### config.mk
export PLATFORM = sky130hd
export DESIGN_NAME = seq_calculator
export DESIGN_NICKNAME = d
export VERILOG_FILES = /design/src/rtl/seq_calculator.sv
export SDC_FILE = /design/constraint.sdc
export NUM_CORES = 1
export LEC_CHECK = 0
export CAP_MARGIN = 25
export CORE_MARGIN = 8
export CORE_UTILIZATION = 35
export DETAILED_ROUTE_END_ITERATION = 10
export PLACE_DENSITY = 0.62
export SLEW_MARGIN = 20
export SYNTH_ARGS = -nofsm -noshare
export SYNTH_HDL_FRONTEND = slang
export SYNTH_SLANG_ARGS = --single-unit
### constraint.sdc
create_clock -name clk -period 5.9 [get_ports clk]
set_clock_uncertainty 0.05 [all_clocks]
set_input_delay 0.59 -clock clk [delete_from_list [all_inputs] [get_ports clk]]
set_output_delay 0.59 -clock clk [all_outputs]
set_load 0.02 [all_outputs]
### src/rtl/seq_calculator.sv
// seq_calculator: clocked, handshaked successor to the 4-bit calculator; mul/div iterate one bit per cycle.
// Defining CALC_FLAGS_EN adds the registered zero/carry outputs.
module seq_calculator #(
   parameter int WIDTH = 4
) (
   input  logic               clk,
   input  logic               rst,
   input  logic               in_valid,
   output logic               in_ready,
   input  logic [WIDTH-1:0]   a,
   input  logic [WIDTH-1:0]   b,
   input  logic [2:0]         oper,
   output logic               out_valid,
   input  logic               out_ready,
   output logic [2*WIDTH-1:0] out,
`ifdef CALC_FLAGS_EN
   output logic               zero,
   output logic               carry,
`endif
   output logic               err
);

   localparam logic [1:0] IDLE = 2'd0;
   localparam logic [1:0] CALC = 2'd1;
   localparam logic [1:0] DONE = 2'd2;

   localparam logic [2:0] OP_ADD = 3'b000;
   localparam logic [2:0] OP_SUB = 3'b001;
   localparam logic [2:0] OP_MUL = 3'b010;
   localparam logic [2:0] OP_DIV = 3'b011;
   localparam logic [2:0] OP_AND = 3'b100;
   localparam logic [2:0] OP_OR  = 3'b101;
   localparam logic [2:0] OP_XOR = 3'b110;
   localparam logic [2:0] OP_NOT = 3'b111;

   localparam int            CW       = $clog2(WIDTH);
   localparam logic [CW-1:0] CNT_LAST = CW'(WIDTH - 1);

   logic [1:0]         state_r;
   logic [WIDTH-1:0]   a_r;
   logic [WIDTH-1:0]   b_r;
   logic [2:0]         op_r;
   logic [2*WIDTH-1:0] work_r;
   logic [CW-1:0]      cnt_r;
   logic [2*WIDTH-1:0] out_r;
   logic               err_r;
   logic               out_valid_r;

   logic [WIDTH:0]     sum_s;
   logic [WIDTH:0]     diff_s;
   logic [2*WIDTH-1:0] res_s;
   logic               res_err_s;
   logic [2*WIDTH-1:0] iter_s;
   logic               b_zero_s;
   logic               long_op_s;

   // Shift-add step: upper half accumulates, lower half holds the remaining multiplier bits.
   function automatic logic [2*WIDTH-1:0] mul_step(input logic [2*WIDTH-1:0] w,
                                                   input logic [WIDTH-1:0]   m);
      logic [WIDTH:0] s;
      s = {1'b0, w[2*WIDTH-1:WIDTH]} + (w[0] ? {1'b0, m} : {(WIDTH+1){1'b0}});
      return {s, w[WIDTH-1:1]};
   endfunction

   // Restoring step: upper half is the partial remainder, lower half shifts dividend out / quotient in.
   function automatic logic [2*WIDTH-1:0] div_step(input logic [2*WIDTH-1:0] w,
                                                   input logic [WIDTH-1:0]   d);
      logic [WIDTH:0] sh;
      logic [WIDTH:0] tr;
      sh = {w[2*WIDTH-1:WIDTH], w[WIDTH-1]};
      tr = sh - {1'b0, d};
      if (!tr[WIDTH]) begin
         return {tr[WIDTH-1:0], w[WIDTH-2:0], 1'b1};
      end else begin
         return {sh[WIDTH-1:0], w[WIDTH-2:0], 1'b0};
      end
   endfunction

   assign in_ready  = (state_r == IDLE);
   assign out_valid = out_valid_r;
   assign out       = out_r;
   assign err       = err_r;
   assign b_zero_s  = (b_r == {WIDTH{1'b0}});
   assign long_op_s = (oper == OP_MUL) || ((oper == OP_DIV) && (b != {WIDTH{1'b0}}));

   // Result selection from the captured operands and the iteration register.
   always_comb begin
      sum_s     = {1'b0, a_r} + {1'b0, b_r};
      diff_s    = {1'b0, a_r} - {1'b0, b_r};
      res_s     = {(2*WIDTH){1'b0}};
      res_err_s = 1'b0;
      case (op_r)
         OP_ADD: res_s = {{(WIDTH-1){1'b0}}, sum_s};
         OP_SUB: res_s = {{(WIDTH-1){diff_s[WIDTH]}}, diff_s};
         OP_MUL: res_s = work_r;
         OP_DIV: begin
            if (b_zero_s) begin
               res_s     = {a_r, {WIDTH{1'b1}}};
               res_err_s = 1'b1;
            end else begin
               res_s     = work_r;
               res_err_s = 1'b0;
            end
         end
         OP_AND:  res_s = {{WIDTH{1'b0}}, a_r & b_r};
         OP_OR:   res_s = {{WIDTH{1'b0}}, a_r | b_r};
         OP_XOR:  res_s = {{WIDTH{1'b0}}, a_r ^ b_r};
         OP_NOT:  res_s = {{WIDTH{1'b0}}, ~a_r};
         default: res_s = {(2*WIDTH){1'b0}};
      endcase
   end

   // Next value of the iteration register while in CALC.
   always_comb begin
      if (op_r == OP_MUL) begin
         iter_s = mul_step(work_r, a_r);
      end else begin
         iter_s = div_step(work_r, b_r);
      end
   end

`ifdef CALC_FLAGS_EN
   logic zero_r;
   logic carry_r;
   logic carry_s;

   assign zero  = zero_r;
   assign carry = carry_r;

   // Carry-out for add, borrow for sub, nothing otherwise.
   always_comb begin
      case (op_r)
         OP_ADD:  carry_s = sum_s[WIDTH];
         OP_SUB:  carry_s = diff_s[WIDTH];
         default: carry_s = 1'b0;
      endcase
   end

   // Flags are loaded on the same edge as out so they stay aligned under backpressure.
   always_ff @(posedge clk) begin
      if (rst) begin
         zero_r  <= 1'b1;
         carry_r <= 1'b0;
      end else if ((state_r == DONE) && !out_valid_r) begin
         zero_r  <= (res_s == {(2*WIDTH){1'b0}});
         carry_r <= carry_s;
      end else begin
         zero_r  <= zero_r;
         carry_r <= carry_r;
      end
   end
`endif

   // Control FSM, operand capture, iteration and result registers.
   always_ff @(posedge clk) begin
      if (rst) begin
         state_r     <= IDLE;
         a_r         <= {WIDTH{1'b0}};
         b_r         <= {WIDTH{1'b0}};
         op_r        <= 3'b000;
         work_r      <= {(2*WIDTH){1'b0}};
         cnt_r       <= {CW{1'b0}};
         out_r       <= {(2*WIDTH){1'b0}};
         err_r       <= 1'b0;
         out_valid_r <= 1'b0;
      end else begin
         case (state_r)
            IDLE: begin
               if (in_valid) begin
                  a_r     <= a;
                  b_r     <= b;
                  op_r    <= oper;
                  cnt_r   <= {CW{1'b0}};
                  work_r  <= {{WIDTH{1'b0}}, (oper == OP_MUL) ? b : a};
                  state_r <= long_op_s ? CALC : DONE;
               end else begin
                  state_r <= IDLE;
               end
            end
            CALC: begin
               work_r <= iter_s;
               cnt_r  <= cnt_r + CW'(1);
               if (cnt_r == CNT_LAST) begin
                  state_r <= DONE;
               end else begin
                  state_r <= CALC;
               end
            end
            DONE: begin
               // First DONE cycle registers the result; afterwards hold until the sink takes it.
               if (!out_valid_r) begin
                  out_r       <= res_s;
                  err_r       <= res_err_s;
                  out_valid_r <= 1'b1;
               end else if (out_ready) begin
                  out_valid_r <= 1'b0;
                  state_r     <= IDLE;
               end else begin
                  out_valid_r <= 1'b1;
               end
            end
            default: begin
               state_r     <= IDLE;
               out_valid_r <= 1'b0;
            end
         endcase
      end
   end

endmodule

### After elaboration in Yosys (flattened, before gate mapping)

Index checks and enable logic that the tools add are counted.

| operators by class | value |
|---|---|
| $add $sub $neg | 5 |
| equal/unequal tests | 15 |
| mux-type cells | 21 |
| bitwise logic cells | 5 |
| reductions and logical operators | 12 |

Operator list:

| operator | count |
|---|---|
| case mux 8 bit (8 select lines) | 1 |
| 2-to-1 mux 8 bit | 4 |
| case mux 8 bit (2 select lines) | 1 |
| == test 3 x 2 -> 1 bit, second input constant | 4 |
| == test 3 bit, second input constant | 4 |
| 2-to-1 mux 2 bit | 6 |
| adder 4 x 4 -> 5 bit | 2 |
| 2-to-1 mux 4 bit | 2 |
| AND reduction 2 bit | 4 |
| != test 2 bit, second input constant | 3 |
| case mux 2 bit (3 select lines) | 1 |
| subtractor 4 x 4 -> 5 bit | 1 |
| subtractor 5 x 4 -> 5 bit | 1 |
| bitwise AND 4 bit | 1 |
| == test 2 bit, second input constant | 2 |
| zero test 4 bit | 1 |
| 2-to-1 mux 1 bit | 4 |
| inverter 4 bit | 1 |
| bitwise OR 4 bit | 1 |
| case mux 2 bit (2 select lines) | 1 |
| nonzero test 4 bit | 1 |
| XOR 4 bit | 1 |
| == test 3 x 1 -> 1 bit, second input constant | 1 |
| zero test 3 bit | 1 |
| other kinds (9) | 9 |

| word-level totals | value |
|---|---|
| bits in registers | 33 |
| input port bits | 15 |
| output and inout port bits | 11 |
| word-level logic and storage cells | 67 |

### Depth between registers and ports, before layout

Gate-level depths: netlist (run 1).

| logic depth | value |
|---|---|
| depth after elaboration | 6 |
| mapped depth | 9 |
| depth with buffers taken out | 9 |

### Least setup slack after synthesis (run 1)

No wires, ideal clock.

| timing path | value |
|---|---|
| path kind | register to register |
| start point | register work_r[3] |
| end point | register work_r[4] |
| setup time | 74 ps |
| arrival | 2107 ps |
| required time | 5776 ps |
| slack | 3668 ps |
| cell stages (with the launch flop) | 9 |
| path buffers | 0 |
| cell sequence | dfxtp_1 > inv_1 > ha_1 > fa_1 > nand2b_1 > a21oi_2 > xor2_1 > mux2_2 > o21ai_0 |

| between the ends | value |
|---|---|
| cells in the longest elaborated chain, start to end | 4 |

Ends and longest elaborated chain:

| what | RTL line | RTL |
|---|---|---|
| from (decl) | 43 | `logic [2*WIDTH-1:0] work_r;` |
| from (signal assigned) | 161 | `work_r <= {(2*WIDTH){1'b0}};` |
| from (signal assigned) | 174 | `work_r <= {{WIDTH{1'b0}}, (oper == OP_MUL) ? b : a};` |
| from (signal assigned) | 181 | `work_r <= iter_s;` |
| subtractor 5 x 4 -> 5 bit | 71 | `tr = sh - {1'b0, d};` |
| 2-to-1 mux 8 bit * | 72 | `if (!tr[WIDTH]) begin` |
| 2-to-1 mux 8 bit * | 115 | `if (op_r == OP_MUL) begin` |
| case mux 8 bit (2 select lines) * | 167 | `case (state_r)` |

Every way passes the cells marked *; elsewhere a longest branch is shown, timed or not.
A chain may end at the register's enable or synchronous reset.

### Worst setup path in the final report (run 1)

Same ends and word-level chain as after synthesis.

==> summary by stage, run 1 <==
Timing
The final worst-path cycle share is 0.412. The normalized max-slew margin is 0.553. Summed over all failing endpoints, the final setup total negative slack is 0 ps. Setup repair after global routing left no endpoint under its margin. Once routing completed, OpenROAD measured the worst setup slack at 3470 ps. The count of final hold-check violations is 0. Setup violations remaining at the end of the flow were counted as 0. Hold is met by 404 ps. The clock period could shrink to 2430 ps. The transition time at the pin with the least slew margin is 670 ps.

Derived from the worst setup path, the maximum achievable clock frequency is 412 MHz. The number of max-slew violations in the final report came to 0.

Global route
The met3 track utilization from global routing is 0.0297. For met2 alone, demand over resource in global routing was 0.223. Across every metal layer, demand over resource in global routing totals 0.132. The first global-routing pass estimated 10.8 mm of wire. The number of global-route vias before repair is 2108. Summed over all layers, the global routing overflow is 0.

In the global route stage, met1 resource usage came out at 0.163. The initial antenna violation count was 0. The layer flagged by global routing as most heavily used is met2. Entering global routing, the biggest net connects 35 pins.

CTS
The CTS buffer count is 5. The post-cts resize count is 0. The number of hold buffers added after cts is 0.

The buffer cell driving the clock tree root is clkbuf_8. The clock passes through at most 2 buffers. The number of setup buffers added after CTS is 0. The clock transition at the register clock pins on the worst setup and hold paths after CTS is 70 ps. The CTS H-tree depth is 2. TritonCTS built the clock tree. At the later pin of the worst-skew pair, clock insertion delay measures 290 ps. The total number of clock tree sinks is 33.

Logic synthesis
Counting flops with an async set or reset pin after synthesis yields a share of 0. The total nets after synthesis is 339. The number of library cell types mapped by synthesis is 58.

The synthesized area per cell is 8.43 um^2. The portion of the post-synthesis area used by sequential elements is 0.262. Synthesis produced 299 cells. Ranked by instance count, the synthesized netlist is headed by 43 x nand2_1, 33 x dfxtp_1, 32 x a21oi_1, 21 x ha_1, 19 x nor2_1. The share of synthesized area in the top cell type comes to 0.262.

In this run, synthesis inferred 0 flip-flops with an integrated enable. dfxtp_1 takes more of the synthesized area than any other cell. The cell with the most instances after synthesis is nand2_1. Counting flops and latches in the post-synthesis netlist gives 33. The summed instance area of the synthesized netlist is 0.00252 mm^2.

The Yosys step of the flow raised 0 warnings. Ranked by total cell area, the synthesized netlist is headed by dfxtp_1 26%, ha_1 10%, nand2_1 6.4%. Among all flip-flop cells after synthesis, the most frequent one is dfxtp_1.

Final layout
From synthesis to final layout, the design area changed by 13.5%. For this run, the post-layout net count is 356. The core utilization of the finished layout is 0.403. The antenna cell count is 0. The count of cells in the finished layout, fillers not included, comes to 416. Of the cells placed in the final design, the portion with a size suffix greater than 1 is 0.0757. Counting the fill cells in the layout gives 726.

Setup path
The largest fanout on the critical path is 6. The data arrival at the endpoint of the critical path is 2600 ps. The worst setup path is of the reg2reg kind. The startpoint kind of the worst setup timing path is a flop.

The required time at the worst-slack endpoint is 6070 ps. The kind of capture point of the worst setup path is a flop.

Drt
The number of vias in the routed layout is 2157. The remaining antenna violation count is 0. The number of violations reported at the end of detailed-routing iteration 0 is 122. For this run, design rule violations remaining after detail routing come to 0. For this run, the detailed router's first-pass iteration total came to 4. The routed via count divided by cell count is 5.19.

Dividing the detail-routed wire length by the instance count gives 15.1 um. The final layout contains routed wiring with a total length of 6.29 mm.

Place
The number of instances in the placed design is 408. The count of buffers added on input and output ports is 25. The post-place setup slack is 3490 ps. The post-DP HPWL is 4.78 mm. Routability-driven placement finished with a final weighted congestion of 0.859.

Pwr
The internal power of the cells totals 421 uW. The clock network fraction of design power is 0.309. Power spread over the standard cell area amounts to 217 mW/mm^2. The switching power is 200 uW. Of the total power, combinational logic draws 0.272.

In this run the static leakage power is 1.06 nW. The proportion of total power due to net switching is 0.322. VDD sags by at most 113 uV. Of the total power, registers draw 0.419.

Floorplanning
The die span in x is 101 um. The floorplan core area is 0.00710 mm^2. The number of placement rows is 31.

The y dimension of the die is 101 um. The top-level I/O count is 26. For this configuration, the core starts out at a cell density of 0.355. The die footprint is 0.0102 mm^2.

Run status
The run finished with clean final reports.

Worst hold path
The path type of the worst min-delay path is reg2reg.

Job
Max-cap violations in this run came to 0.
-- area by class of cell --
cell class | count | area [um^2] | share of cell area
multi-input combinational | 233 | 1650 | 0.577
tap | 99 | 124 | 0.0433
sequential | 33 | 661 | 0.231
clock buffer | 7 | 96.3 | 0.0337
clock inverter | 1 | 5.00 | 0.00175
timing repair buffer | 26 | 258 | 0.0902
inverter | 17 | 66.3 | 0.0232
-- registers in the layout, indices dropped and copies added, names as in the netlist --
name and count:
state_r 2, op_r 3, out 8, out_valid 1
a_r 4, cnt_r 2, work_r 8, b_r 4
err 1
-- per-layer routing --
layer | up-vias | share of wire
li1 | 1088 | -
met1 | 1009 | 0.46
met2 | 51 | 0.48
met3 | 9 | 0.050
met4 | 0 | 0.013
met5 | - | 0
-- critical path, cell delays in order (launching register included) --
cell and delay [ps]:
dfxtp_1 360, inv_1 90, ha_1 210, fa_1 400, nand2b_1 170, a21oi_2 300, xor2_1 290, mux2_2 370
o21ai_0 130
-- cells in the final DEF (no fill, tap or decap), types with 2 or more instances in the layout --
| cell | count |
|---|---|
| or3_1 | 3 |
| xor2_1 | 2 |
| nor2b_1 | 4 |
| xnor2_1 | 6 |
| clkdlybuf4s50_1 | 25 |
| a22oi_1 | 2 |
| mux2i_1 | 13 |
| and2_1 | 3 |
| mux2_2 | 5 |
| a21oi_1 | 32 |
| clkbuf_8 | 7 |
| nand2b_1 | 9 |
| a31oi_1 | 4 |
| nor4_1 | 4 |
| nor3_1 | 3 |
| inv_1 | 16 |
| o21ai_0 | 7 |
| ha_1 | 21 |
| o21bai_1 | 2 |
| nor2_1 | 19 |
| o31ai_1 | 2 |
| dfxtp_1 | 33 |
| o22a_1 | 2 |
| mux4_2 | 2 |
| nand3_1 | 5 |
| nand3b_1 | 2 |
| fa_1 | 4 |
| nand2_1 | 43 |
| a21o_1 | 3 |
| o211ai_1 | 6 |
-- path summary, 6_finish.rpt --
path | start | to | slack, ps | cells after the start
max | work_r[3] | work_r[4] | 3470 | 8
max reg2reg | work_r[3] | work_r[4] | 3470 | 8
min reg2reg | err | err | 400 | 2
min | err | err | 400 | 2
-- cells by family (layout without fill, tap and decap cells) --
family	Yosys count	in the layout	share of synthesized area
flops	33	33	0.262
buf+inv	33	51	0.0834
compound gates	76	76	0.196
fa+ha+maj	25	25	0.136
simple gates	104	104	0.203
mux	20	20	0.0919
xor+xnor	8	8	0.0278
-- power by group through the flow --
stage | clock (mW) | sequential, mW | combinational [mW]
floorplan | 0 | 0.257 | 0.133
global placement | 0 | 0.265 | 0.167
detailed placement | 0 | 0.265 | 0.169
CTS | 0.197 | 0.260 | 0.169
global route | 0.206 | 0.263 | 0.189
finish | 0.192 | 0.260 | 0.169
-- per-stage QoR --
step                total power [mW]  instance area (um^2)
floorplan                      0.390                  2520
global placement               0.432                  2760
detailed placement             0.434                  2760
CTS                            0.626                  2860
global route                   0.658                  2860
finish                         0.622                  2860
(Power assumes the default switching activity.)
==> run 2: changes to the inputs <==
--- a/config.mk
+++ b/config.mk
@@ -9,7 +9,7 @@
 export CORE_MARGIN = 8
 export CORE_UTILIZATION = 35
 export DETAILED_ROUTE_END_ITERATION = 10
-export PLACE_DENSITY = 0.62
+export PLACE_DENSITY = 0.64
 export SLEW_MARGIN = 20
 export SYNTH_ARGS = -nofsm -noshare
 export SYNTH_HDL_FRONTEND = slang
==> constraint.sdc (replaced) <==
create_clock -name clk -period 1.9 [get_ports clk]
set_clock_uncertainty 0.05 [all_clocks]
set_input_delay 0.19 -clock clk [delete_from_list [all_inputs] [get_ports clk]]
set_output_delay 0.19 -clock clk [all_outputs]
set_load 0.02 [all_outputs]
==> summary by stage, run 2 (synthesis gave the netlist of run 1 again) <==
Run status
The flow ran to the end, but the final reports show violations. The final reports fail on setup timing.

Floorplanning
The die span in x is 101 um. The die covers 0.0102 mm^2. The effective utilization at floorplan is 0.355. Pin placement for this block handled 26 I/O pins. The y dimension of the die is 101 um. The number of placement rows is 31.

In this run the standard cell core region covers 0.00710 mm^2.

Final layout
Relative to the synthesized area, the layout overhead comes to 33.5%. The antenna cell count is 0. After the last flow step, the layout net total stands at 408. The top cell types in the final layout, fill and taps aside, are 52 x buf_4, 43 x nand2_1, 32 x a21oi_1, 25 x dfxtp_1, 25 x clkdlybuf4s50_1.

At the end of the flow the core is filled with cells to 0.474. The total non-filler cell area in the finished layout is 0.00336 mm^2. The fraction of final layout cells sized beyond drive strength 1 is 0.266.

The commonest non-fill, non-tap cell in the layout is buf_4.

Setup path
The setup check on the worst reg-to-reg path leaves a slack of -190 ps. Counting cells, the worst reg-to-reg path comes to 8. The startpoint kind of the worst setup timing path is a flop. The worst setup path is captured at a flop. Grouping stages by cell kind, the critical path spends the most delay in adder cells. By startpoint and endpoint, the worst setup path is classified as reg2reg.

Together, buffers and inverters on the worst path number 1. The slowest stage of the critical path belongs to the cell dfxtp_2. For the worst setup path, the data arrival time is 2270 ps. For the worst setup path, the data required time is 2080 ps. In this design, the stage delay of the slowest critical-path cell is 340 ps.

The worst register-to-register path begins at work_r[3]. In this run the critical register-to-register path is captured at work_r[4]. Of all nets on the critical path, the largest fanout is 5. Walking the worst path, the cells encountered are inv_2, ha_4, fa_2, nand2b_4, a21oi_4, xor2_2, mux2_4, o21ai_2.

Global route
The number of global-route vias before repair is 2427. The maximum number of pins on one net before global-route repair is 15. Global routing finished with a remaining overflow of 0. The global-route wire length before repair is 11.8 mm. The initial antenna violation count is 0.

The overall fraction of global-route tracks in use is 0.146.

Pwr
The total chip power is 2.23 mW. Power spread over the standard cell area amounts to 662 mW/mm^2. The peak supply drop is 350 uV. The total leakage power is 1.34 nW.

CTS
The later pin in the worst-skew pair is clocked with a latency of 300 ps. Counting the buffers created by CTS gives 5. The TritonCTS clock tree is built. The cell sitting at the root of the clock tree is a clkbuf_8.

In this run the number of H-tree levels came out at 2. The worst-case clock buffer depth is 2. The tree built by TritonCTS fans out to 33 sinks. After clock tree synthesis, the clock-pin slew on the worst setup and hold paths is 80 ps.

The number of hold buffers added after cts is 0.

Timing
The count of final hold-check violations is 0. Setup repair after global routing could not meet its margin everywhere. The minimum clock period is 2090 ps.

The final worst-path cycle share is 1.10. The number of max-slew violations in the final report is 0. The final-report setup violation count is 8.

The normalized max-slew margin is 0.696. Static timing analysis puts the maximum clock frequency at 479 MHz. For the pin with the worst max-slew slack, the measured transition is 455 ps. After layout, the worst setup slack is -190 ps.

Place
Before CTS, the worst setup slack after placement is -216 ps. The final weighted congestion in routability-driven placement is 0.873. The count of port buffers added during placement is 25. Detailed placement ended at an HPWL of 5.57 mm.

In this run the cell area measured after placement is 0.00319 mm^2.

Drt
The per-cell routed wire length is 15.3 um. The routed layout has 2375 vias. The routed via count divided by cell count is 5.07. The number of optimization iterations in the first detailed-route pass is 4. The overall routed net length is 7.18 mm. The count of nets left with antenna violations once routing finished came out at 0. The number of violations reported at the end of detailed-routing iteration 0 is 114. After detailed routing, the number of remaining DRC violations is 0.

Worst hold path
The min-delay analysis places its worst path in the category reg2reg. The start point of the worst min-delay path is err. The terminating pin of the worst hold path is err.

Along the worst hold path, the cell count comes to 2.

Job
The tool flagged a number of max-cap violations equal to 0.
## run 2: worst max path at each step
stage | from | to | depth (start not counted)
after floorplan | a_r[0] | out[2] | 7
after global placement | a_r[0] | out[2] | 7
after detailed placement | b_r[0] | work_r[4] | 7
after CTS | work_r[3] | work_r[4] | 8
after global routing | work_r[3] | work_r[5] | 10
final | work_r[3] | work_r[4] | 8
## run 2: what timing repair did
item | in CTS | in global routing
setup buffers | 4 | 1
gates resized for setup | 5 | 2
endpoints found under the setup margin | 8 | 9
pin swaps | 5 | 0
## run 2: area by class of cell
| type | instances | area, um^2 |
|---|---|---|
| fillers | 691 | 3730 |
| multi-input cells | 233 | 1730 |
| flip-flops and latches | 33 | 673 |
| well taps | 99 | 124 |
| inverters | 17 | 66.3 |
| repair buffers | 78 | 652 |
| clock buffers | 5 | 68.8 |
| clock inverters | 3 | 46.3 |
## run 2: metal layers
metal  vias up  share of wire  GRT usage
li1       1196              -          -
met1      1130           0.48      0.180
met2        42           0.49      0.246
met3         7          0.022     0.0214
met4         0          0.011     0.0640
met5         -              0          0
## run 2: metrics by stage
stage | setup TNS [ps] | cells | hold WS, ps
6_report | -1160 | 468 | 402
5_1_grt | -1870 | 468 | 419
4_1_cts | -1170 | 467 | 406
3_5_place_dp | -1200 | 455 | 396
3_3_place_gp | -869 | 455 | 392
2_1_floorplan | -442 | 299 | 266
## run 2: worst min-delay path: cells and delay by family, from the launching register on
family          cells  cell delay, ps
flops               1             310
simple gates        1              50
compound gates      1              50
## run 2: where the power goes
part / internal, mW / switching (mW)
clock: 0.393 / 0.301
combinational: 0.385 / 0.365
sequential: 0.736 / 0.0452
